--- src/rtl/recv_pkg.sv ---
// Shared types for the recv link receiver: state encoding, bus widths, debug view.
// The optional checksum state is only reachable when RECV_CHKSUM_EN is defined.
package recv_pkg;

  localparam int RECV_ID_W  = 32;
  localparam int RECV_LEN_W = 8;

  typedef logic [RECV_ID_W-1:0]  recv_id_t;
  typedef logic [RECV_LEN_W-1:0] recv_len_t;

  typedef enum logic [2:0] {
    S_IDLE  = 3'd0,
    S_HDR   = 3'd1,
    S_LEN   = 3'd2,
    S_DATA  = 3'd3,
    S_WRITE = 3'd4,
    S_DONE  = 3'd5,
    S_CHK   = 3'd6
  } recv_state_t;

  typedef struct packed {
    recv_state_t state;
    logic [7:0]  xor_acc;
  } recv_dbg_t;

  // States in which the link may hand us a byte (and the idle timeout runs).
  function automatic logic rx_state(input recv_state_t s);
    return (s == S_HDR) || (s == S_LEN) || (s == S_DATA) || (s == S_CHK);
  endfunction

endpackage

--- src/rtl/recv_pack.sv ---
// Byte packer for recv: little-endian word shifter, 2-bit byte counter and
// running XOR of every frame byte.
module recv_pack
  import recv_pkg::*;
(
  input  logic        clk,
  input  logic        rst,
  input  logic        strobe,
  input  logic        shift,
  input  logic        clear,
  input  logic [7:0]  data,
  output logic [31:0] word,
  output logic        word_full,
  output logic [7:0]  xor_acc
);

  logic [1:0] cnt;

  always_ff @(posedge clk or negedge rst) begin
    if (!rst) begin
      word    <= '0;
      cnt     <= '0;
      xor_acc <= '0;
    end else if (clear) begin
      word    <= '0;
      cnt     <= '0;
      xor_acc <= '0;
    end else begin
      if (strobe) xor_acc <= xor_acc ^ data;
      // Shifting in from the top leaves the first byte in [7:0] after four.
      if (shift) begin
        word <= {data, word[31:8]};
        cnt  <= cnt + 2'd1;
      end
    end
  end

  assign word_full = shift && (cnt == 2'd3);

endmodule

--- src/rtl/recv.sv ---
// Frame receiver: header ID, length, payload words written to memory.
// Optional trailing checksum byte is enabled with RECV_CHKSUM_EN.
module recv
  import recv_pkg::*;
#(
  parameter int MAX_WORDS = 64,
  parameter int TIMEOUT   = 1024
) (
  input  logic        clk,
  input  logic        rst,
  input  logic        recv_start_i,
  input  logic [31:0] base_addr_i,
  input  logic        rx_valid_i,
  input  logic [7:0]  rx_data_i,
  output logic        rx_ready_o,
  output logic        mem_req_o,
  output logic        mem_we_o,
  output logic [31:0] mem_waddr_o,
  output logic [31:0] mem_wdata_o,
  input  logic        mem_hold_i,
  output recv_id_t    ID_o,
  output recv_len_t   len_o,
  output logic        busy_o,
  output logic        ready_o,
  output logic        err_o,
  output recv_dbg_t   dbg
);

  localparam int TW = $clog2(TIMEOUT + 1);

`ifdef RECV_CHKSUM_EN
  localparam recv_state_t S_END = S_CHK;
`else
  localparam recv_state_t S_END = S_DONE;
`endif

  recv_state_t state, state_nxt;
  logic [31:0] base;
  logic [7:0]  n_words;
  logic [7:0]  word_idx;
  logic [TW-1:0] tmo_cnt;
  logic        xfer, start_acc, tmo_hit, err_set, wr_done, too_long;
  logic [31:0] pack_word;
  logic        word_full;
  logic [7:0]  xor_acc;

  // Link handshake: a byte moves on a cycle where rx_valid_i and rx_ready_o
  // are both high; rx_ready_o depends only on state, never on rx_valid_i.
  assign rx_ready_o = rx_state(state);
  assign xfer       = rx_valid_i && rx_ready_o;
  assign start_acc  = (state == S_IDLE) && recv_start_i;
  assign too_long   = {24'd0, rx_data_i} > 32'(MAX_WORDS);

  recv_pack u_pack (
    .clk       (clk),
    .rst       (rst),
    .strobe    (xfer),
    .shift     (xfer && ((state == S_HDR) || (state == S_DATA))),
    .clear     (start_acc),
    .data      (rx_data_i),
    .word      (pack_word),
    .word_full (word_full),
    .xor_acc   (xor_acc)
  );

  always_ff @(posedge clk or negedge rst) begin
    if (!rst) begin
      state    <= S_IDLE;
      base     <= '0;
      ID_o     <= '0;
      len_o    <= '0;
      err_o    <= 1'b0;
      n_words  <= '0;
      word_idx <= '0;
      tmo_cnt  <= '0;
    end else begin
      state <= state_nxt;
      if (start_acc) begin
        base     <= base_addr_i;
        ID_o     <= '0;
        len_o    <= '0;
        err_o    <= 1'b0;
        n_words  <= '0;
        word_idx <= '0;
        tmo_cnt  <= '0;
      end
      if ((state == S_HDR) && xfer) ID_o <= {rx_data_i, ID_o[31:8]};
      if ((state == S_LEN) && xfer) n_words <= rx_data_i;
      if (rx_state(state)) tmo_cnt <= xfer ? '0 : tmo_cnt + TW'(1);
      if (wr_done) begin
        word_idx <= word_idx + 8'd1;
        len_o    <= len_o + 8'd1;
      end
      if (err_set) err_o <= 1'b1;
    end
  end

  always_comb begin
    state_nxt = state;
    err_set   = 1'b0;
    wr_done   = 1'b0;
    // The DONE cycle itself is the TIMEOUT-th cycle without a transfer.
    tmo_hit   = rx_state(state) && !xfer && (tmo_cnt == TW'(TIMEOUT - 2));
    case (state)
      S_IDLE: if (recv_start_i) state_nxt = S_HDR;
      S_HDR: begin
        if (tmo_hit) begin
          state_nxt = S_DONE;
          err_set   = 1'b1;
        end else if (word_full) begin
          state_nxt = S_LEN;
        end
      end
      S_LEN: begin
        if (tmo_hit) begin
          state_nxt = S_DONE;
          err_set   = 1'b1;
        end else if (xfer) begin
          if (rx_data_i == 8'd0) begin
            state_nxt = S_END;
          end else if (too_long) begin
            state_nxt = S_DONE;
            err_set   = 1'b1;
          end else begin
            state_nxt = S_DATA;
          end
        end
      end
      S_DATA: begin
        if (tmo_hit) begin
          state_nxt = S_DONE;
          err_set   = 1'b1;
        end else if (word_full) begin
          state_nxt = S_WRITE;
        end
      end
      S_WRITE: begin
        if (!mem_hold_i) begin
          wr_done   = 1'b1;
          state_nxt = ((word_idx + 8'd1) == n_words) ? S_END : S_DATA;
        end
      end
`ifdef RECV_CHKSUM_EN
      S_CHK: begin
        if (tmo_hit) begin
          state_nxt = S_DONE;
          err_set   = 1'b1;
        end else if (xfer) begin
          state_nxt = S_DONE;
          if (rx_data_i != xor_acc) err_set = 1'b1;
        end
      end
`endif
      S_DONE:  state_nxt = S_IDLE;
      default: state_nxt = S_IDLE;
    endcase
  end

  assign mem_req_o   = (state == S_WRITE);
  assign mem_we_o    = mem_req_o;
  assign mem_waddr_o = mem_req_o ? ((base & ~32'h3) + {22'd0, word_idx, 2'b00}) : '0;
  assign mem_wdata_o = mem_req_o ? pack_word : '0;
  assign busy_o      = rx_state(state) || (state == S_WRITE);
  assign ready_o     = (state == S_DONE);
  assign dbg         = '{state: state, xor_acc: xor_acc};

endmodule

--- config.mk ---
export PLATFORM = sky130hd
export DESIGN_NAME = recv
export DESIGN_NICKNAME = d
export VERILOG_FILES = /design/src/rtl/recv_pkg.sv /design/src/rtl/recv_pack.sv /design/src/rtl/recv.sv
export SDC_FILE = /design/constraint.sdc
export NUM_CORES = 1
export LEC_CHECK = 0
export BUFFER_PORTS_ARGS = -buffer_cell sky130_fd_sc_hd__buf_2
export CORE_MARGIN = 8
export CORE_UTILIZATION = 30
export CTS_BUF_LIST = sky130_fd_sc_hd__clkbuf_16
export CTS_CLUSTER_DIAMETER = 40
export DETAILED_ROUTE_END_ITERATION = 10
export SYNTH_ARGS = -nofsm -noshare
export SYNTH_HDL_FRONTEND = slang
export SYNTH_SLANG_ARGS = --single-unit
--- constraint.sdc ---
create_clock -name clk -period 2.15 [get_ports clk]
set_clock_uncertainty 0.05 [all_clocks]
set_input_delay 0.1075 -clock clk [delete_from_list [all_inputs] [get_ports clk]]
set_output_delay 0.1075 -clock clk [all_outputs]
set_load 0.05 [all_outputs]
=== Word level (Yosys, flattened, before mapping) ===
Index checks and enable logic that the tools add are counted.

* Flip-flop bits (word level): 145
* Output and inout port bits: 121
* Logic and storage cells: 96

* Add/subtract/negate cells: 5
* Order comparisons: 1
* Equal/unequal tests: 14
* Multiplexer cells: 39
* Bitwise logic cells: 1
* Reductions and logical operators: 25

{| class="wikitable"
|+ Operator list
! operator !! number
|-
| 2-to-1 mux 32 bit || 6
|-
| 2-to-1 mux 8 bit || 6
|-
| 2-to-1 mux 11 bit || 3
|-
| 2-to-1 mux 3 bit || 11
|-
| adder 32 x 10 -> 32 bit || 1
|-
| adder 8 x 1 -> 8 bit, second input constant || 2
|-
| one-hot mux 3 bit (5 select lines) || 1
|-
| nonzero test 2 bit || 7
|-
| adder 11 x 1 -> 11 bit, second input constant || 1
|-
| == test 11 x 10 -> 1 bit, second input constant || 1
|-
| == test 3 bit, second input constant || 3
|-
| 2-to-1 mux 1 bit || 9
|-
| == test 8 bit || 1
|-
| > comparator 8 x 7 -> 1 bit, second input constant || 1
|-
| logical AND 1 bit || 8
|-
| logical NOT 8 bit || 1
|-
| XOR 8 bit || 1
|-
| == test 3 x 2 -> 1 bit, second input constant || 2
|-
| inequality test 3 x 2 -> 1 bit, second input constant || 2
|-
| logical OR 1 bit || 5
|-
| AND reduction 5 bit || 1
|-
| 2-to-1 mux 2 bit || 2
|-
| inequality test 2 bit, second input constant || 2
|-
| == test 3 x 1 -> 1 bit, second input constant || 1
|-
| other kinds (7) || 7
|}

=== Depth between registers and ports, before layout ===
* Depth after elaboration: 11
* Mapped depth: 10

=== Hierarchy ===
From an unflattened synthesis, not the netlist that was laid out.

* Cell total of the unflattened synthesis: 764
* Area total of the unflattened synthesis: 7379.6 sq um

{| class="wikitable"
|+ Modules (own cells, without submodules)
! module !! instances !! cells each !! area an instance (sq um) !! sequential area each (sq um)
|-
| recv || 1 || 617 || 5532.8 || 2527.4
|-
| recv_pack || 1 || 147 || 1846.8 || 1051.0
|}

=== Least setup slack after synthesis ===
OpenSTA, ideal clock, no wires.

* Kind: reg-to-output
* Start: register word_idx[0]
* End: output port mem_waddr_o[26]
* Arrival time: 2.774 ns
* Setup slack: -0.781 ns
* Stages on the path, launching flop included: 11
* Path through: dfrtp_1 -> ha_1 -> inv_1 -> fa_1 -> nor2b_1 -> o211ai_1 -> a32oi_1 -> clkbuf_1 -> nand4_1 -> xor2_1 -> nor2_1

* Word-level cells in the longest chain between the ends: 2

{| class="wikitable"
|+ RTL lines
! element !! RTL line !! RTL
|-
| from (decl) || recv.sv:40 || <nowiki>logic [7:0] word_idx;</nowiki>
|-
| from (signal assigned) || recv.sv:91 || <nowiki>word_idx <= word_idx + 8'd1;</nowiki>
|-
| adder 32 x 10 -> 32 bit || recv.sv:161 || <nowiki>assign mem_waddr_o = mem_req_o ? ((base & ~32'h3) + {22'd0, word_idx, 2'b00}) : '0;</nowiki>
|-
| 2-to-1 mux 32 bit || recv.sv:161 ||
|-
| to (decl) || recv.sv:18 || <nowiki>output logic [31:0] mem_waddr_o,</nowiki>
|}

Every way passes these cells.

=== Worst setup path in the final report ===
* Start: register word_idx[0]
* End: output port mem_waddr_o[16]

The elaborated chain is that of the path after synthesis.

==> reports/summary.txt <==
Worst min path class: in2reg
Warnings, synthesis: 0
Largest net degree at the start of global routing: 65
RSZ-0062 raised after global routing: yes
Drt pass-1 iters: 7
Comb pwr share: 42.9%
Share of the synthesized area in the top cell type: 47.9%
Final ANT Viol Nets: 0
Layout area overhead: 48.0%
Final hold slack: 0.0276 ns
Final worst setup slack: -0.673 ns
Synth top area cells: dfrtp_1 48%, nand2_1 14%, o21ai_0 5.3%
Fin cells: 1,481
GRT Total Usage: 15.5%
Die W: 174 um
Tcrit/Tclk final: 131%
First-pass GRT wire length: 38,700 um
Final setup viols: 26
Asr flop ratio synth: 100%
Share of layout cells above drive strength 1: 31.7%
Leak: 0.00521 uW
Switch share: 43.3%
Prevailing post-synth register cell: dfrtp_1
Arr. time, crit path: 2.67 ns
Sw Pwr: 5900 uW
Dpl hpwl: 16,200 um
Pwr dens: 1230 nW/um2
WL/cell: 16.1 um
R2R Setup Slk: 0.02 ns
MaxCap Viol Count: 0
DP Cell Count: 1,402
Most instantiated cells after synthesis: 270 x nand2_1, 143 x dfrtp_1, 79 x o21ai_0, 62 x nor2_1, 53 x a21oi_1
Status: finished with violations
Initial antenna violation count: 0
Power Internal: 7710 uW
Crit-path max FO: 8
Netlist cell types: 55
Power Total: 13,600 uW
GPL Wtd Cong: 0.827
Clock latency on the worst-skew pair: 0.41 ns
# IOs: 166
Mapped cell area: 7470 um2
Vias in the first global route: 7,202
CTS buffer count: 17
# DRC: 0
Synthesized area per cell: 8.29 um2
Ant diodes: 0
Final core utilization: 45.3%
Post-DR vias/cell: 4.78
# H-tree levels: 4
Setup crit start kind: flip-flop
Post-Synthesis Cells: 901
Nets: 1,203
Bufs on Longest Clock Path: 2
FMAX: 354 MHz
Required time worst endpoint: 1.99 ns
Die ar.: 30,200 um2
Final min period: 2.82 ns
Starting density of the core: 30.6%
CTS clk-pin slew, worst paths: 0.06 ns
Worst Tran Pin Value: 0.526 ns
TritonCTS clock tree: yes
Sequential power share: 32.6%
Post-synth EDFFs: 0
Overflow left after global routing: 0
Synth area leader: dfrtp_1
Failing checks: setup timing
Sequential area share after synthesis: 47.9%
Slew HR: 64.9%
CP Class: reg2out
Buffers on Ports: 161
Fin. max-slew vios: 0
Most frequent cell after synthesis: nand2_1
Rows: 57
Clock root cell: clkbuf_16
Crit end category: primary output
Core area: 24,400 um2
Final Hold Viols: 0
Seq cells post-synth: 143
CTS Sinks: 143
Routed WL: 23,800 um
Chip Height: 174 um
Detailed Route Iter0 Violations: 373
Clk pwr share: 24.4%
Via count: 7,073
VDD IR max: 0.000872 V
[cells by family after synthesis]
family | Yosys count | share of synthesized area [%]
XOR/XNOR | 43 | 5.04
multiplexers | 5 | 0.670
AND/OR/NAND/NOR | 452 | 26.5
AO/OA/AOI/OAI | 170 | 13.2
other | 1 | 0.0502
flip-flops | 143 | 47.9
buffers and inverters | 73 | 4.20
adder cells (fa/ha/maj) | 14 | 2.45
[cells in the final DEF (no fill, tap or decap), drive strengths merged, types with 4 or more instances in the layout]
| master | count |
|---|---|
| nand2 | 270 |
| buf | 241 |
| dfrtp | 143 |
| o21ai | 80 |
| nor2 | 63 |
| a21oi | 53 |
| and3 | 42 |
| dlygate4sd3 | 39 |
| nand3 | 29 |
| xor2 | 25 |
| inv | 19 |
| xnor2 | 18 |
| clkbuf | 17 |
| nand4 | 14 |
| ha | 13 |
| nand2b | 7 |
| and2 | 6 |
| o31ai | 6 |
| clkinv | 6 |
| or4 | 5 |
| bufinv | 5 |
| nor2b | 5 |
| mux2i | 5 |
| a211oi | 5 |
| a21o | 4 |
| nor3 | 4 |
[power groups by stage]
stage | logic, uW | clock network [uW] | registers [uW]
final | 5840 | 3330 | 4440
after floorplan | 2730 | 0 | 5380
after CTS | 5800 | 3430 | 4430
after global routing | 6370 | 3520 | 4570
after detailed placement | 5530 | 0 | 4450
after global placement | 5440 | 0 | 4420
[worst max-delay path, cell delays in order, from the launching register on]
cell and delay [ns]:
dfrtp_2 0.40, ha_4 0.15, inv_2 0.04, fa_2 0.34, nor2b_2 0.13, o211ai_1 0.12
a32oi_1 0.21, buf_4 0.17, buf_12 0.12, nand4_1 0.13, xor2_2 0.19, nor2_4 0.10
buf_8 0.15
[path summary, 6_finish.rpt]
kind	start	end	depth (start not counted)
setup / recovery	word_idx[0]	mem_waddr_o[16]	12
hold / removal	rx_valid_i	state[0]	4
setup reg to reg	word_idx[0]	state[1]	9
hold reg to reg	len_o[7]	len_o[7]	1
max in group asynchronous	rst	word_idx[3]	3
min in group asynchronous	rst	u_pack.word[13]	2
[final cells by class]
cell class | count | area, um2
Multi-Input combinational cell | 686 | 4200
Timing Repair Buffer | 280 | 2140
Fill cell | 2344 | 13300
Tap cell | 324 | 405
Clock inverter | 15 | 234
Clock buffer | 17 | 425
Sequential cell | 143 | 3580
Inverter | 16 | 63.8
[sequential cells by signal (all words and copies together) (netlist names)]
name / cells
u_pack.xor_acc: 8
tmo_cnt: 11
n_words: 8
base: 30
state: 3
err_o: 1
word_idx: 8
ID_o: 32
len_o: 8
u_pack.cnt: 2
u_pack.word: 32
[layer usage]
metal | track usage (%) | up-vias | routed length, um
li1 | - | 3504 | -
met2 | 25.6 | 159 | 11500
met4 | 3.49 | 0 | 216
met5 | 0 | - | 0
met1 | 20.0 | 3394 | 11000
met3 | 4.14 | 16 | 1130
[repair_timing]
action / 4_1_cts / 5_1_grt
hold buffers: 39 / 0
endpoints found under the hold margin: 101 / 0
gates resized for setup: 95 / 28
setup endpoints to repair: 29 / 36
pin swaps: 34 / 19
setup buffers: 6 / 3
cloned: 0 / 0
[stage by stage]
step	setup TNS (ns)	cell area, um2	setup slack [ns]
6_report	-13.75	11100	-0.673
5_1_grt	-17.56	11100	-0.856
2_1_floorplan	-2.41	7780	-0.246
4_1_cts	-13.66	10900	-0.681
3_3_place_gp	-4.19	9360	-0.286
3_5_place_dp	-5.24	9360	-0.330
Power figures use the tool's default switching activity.
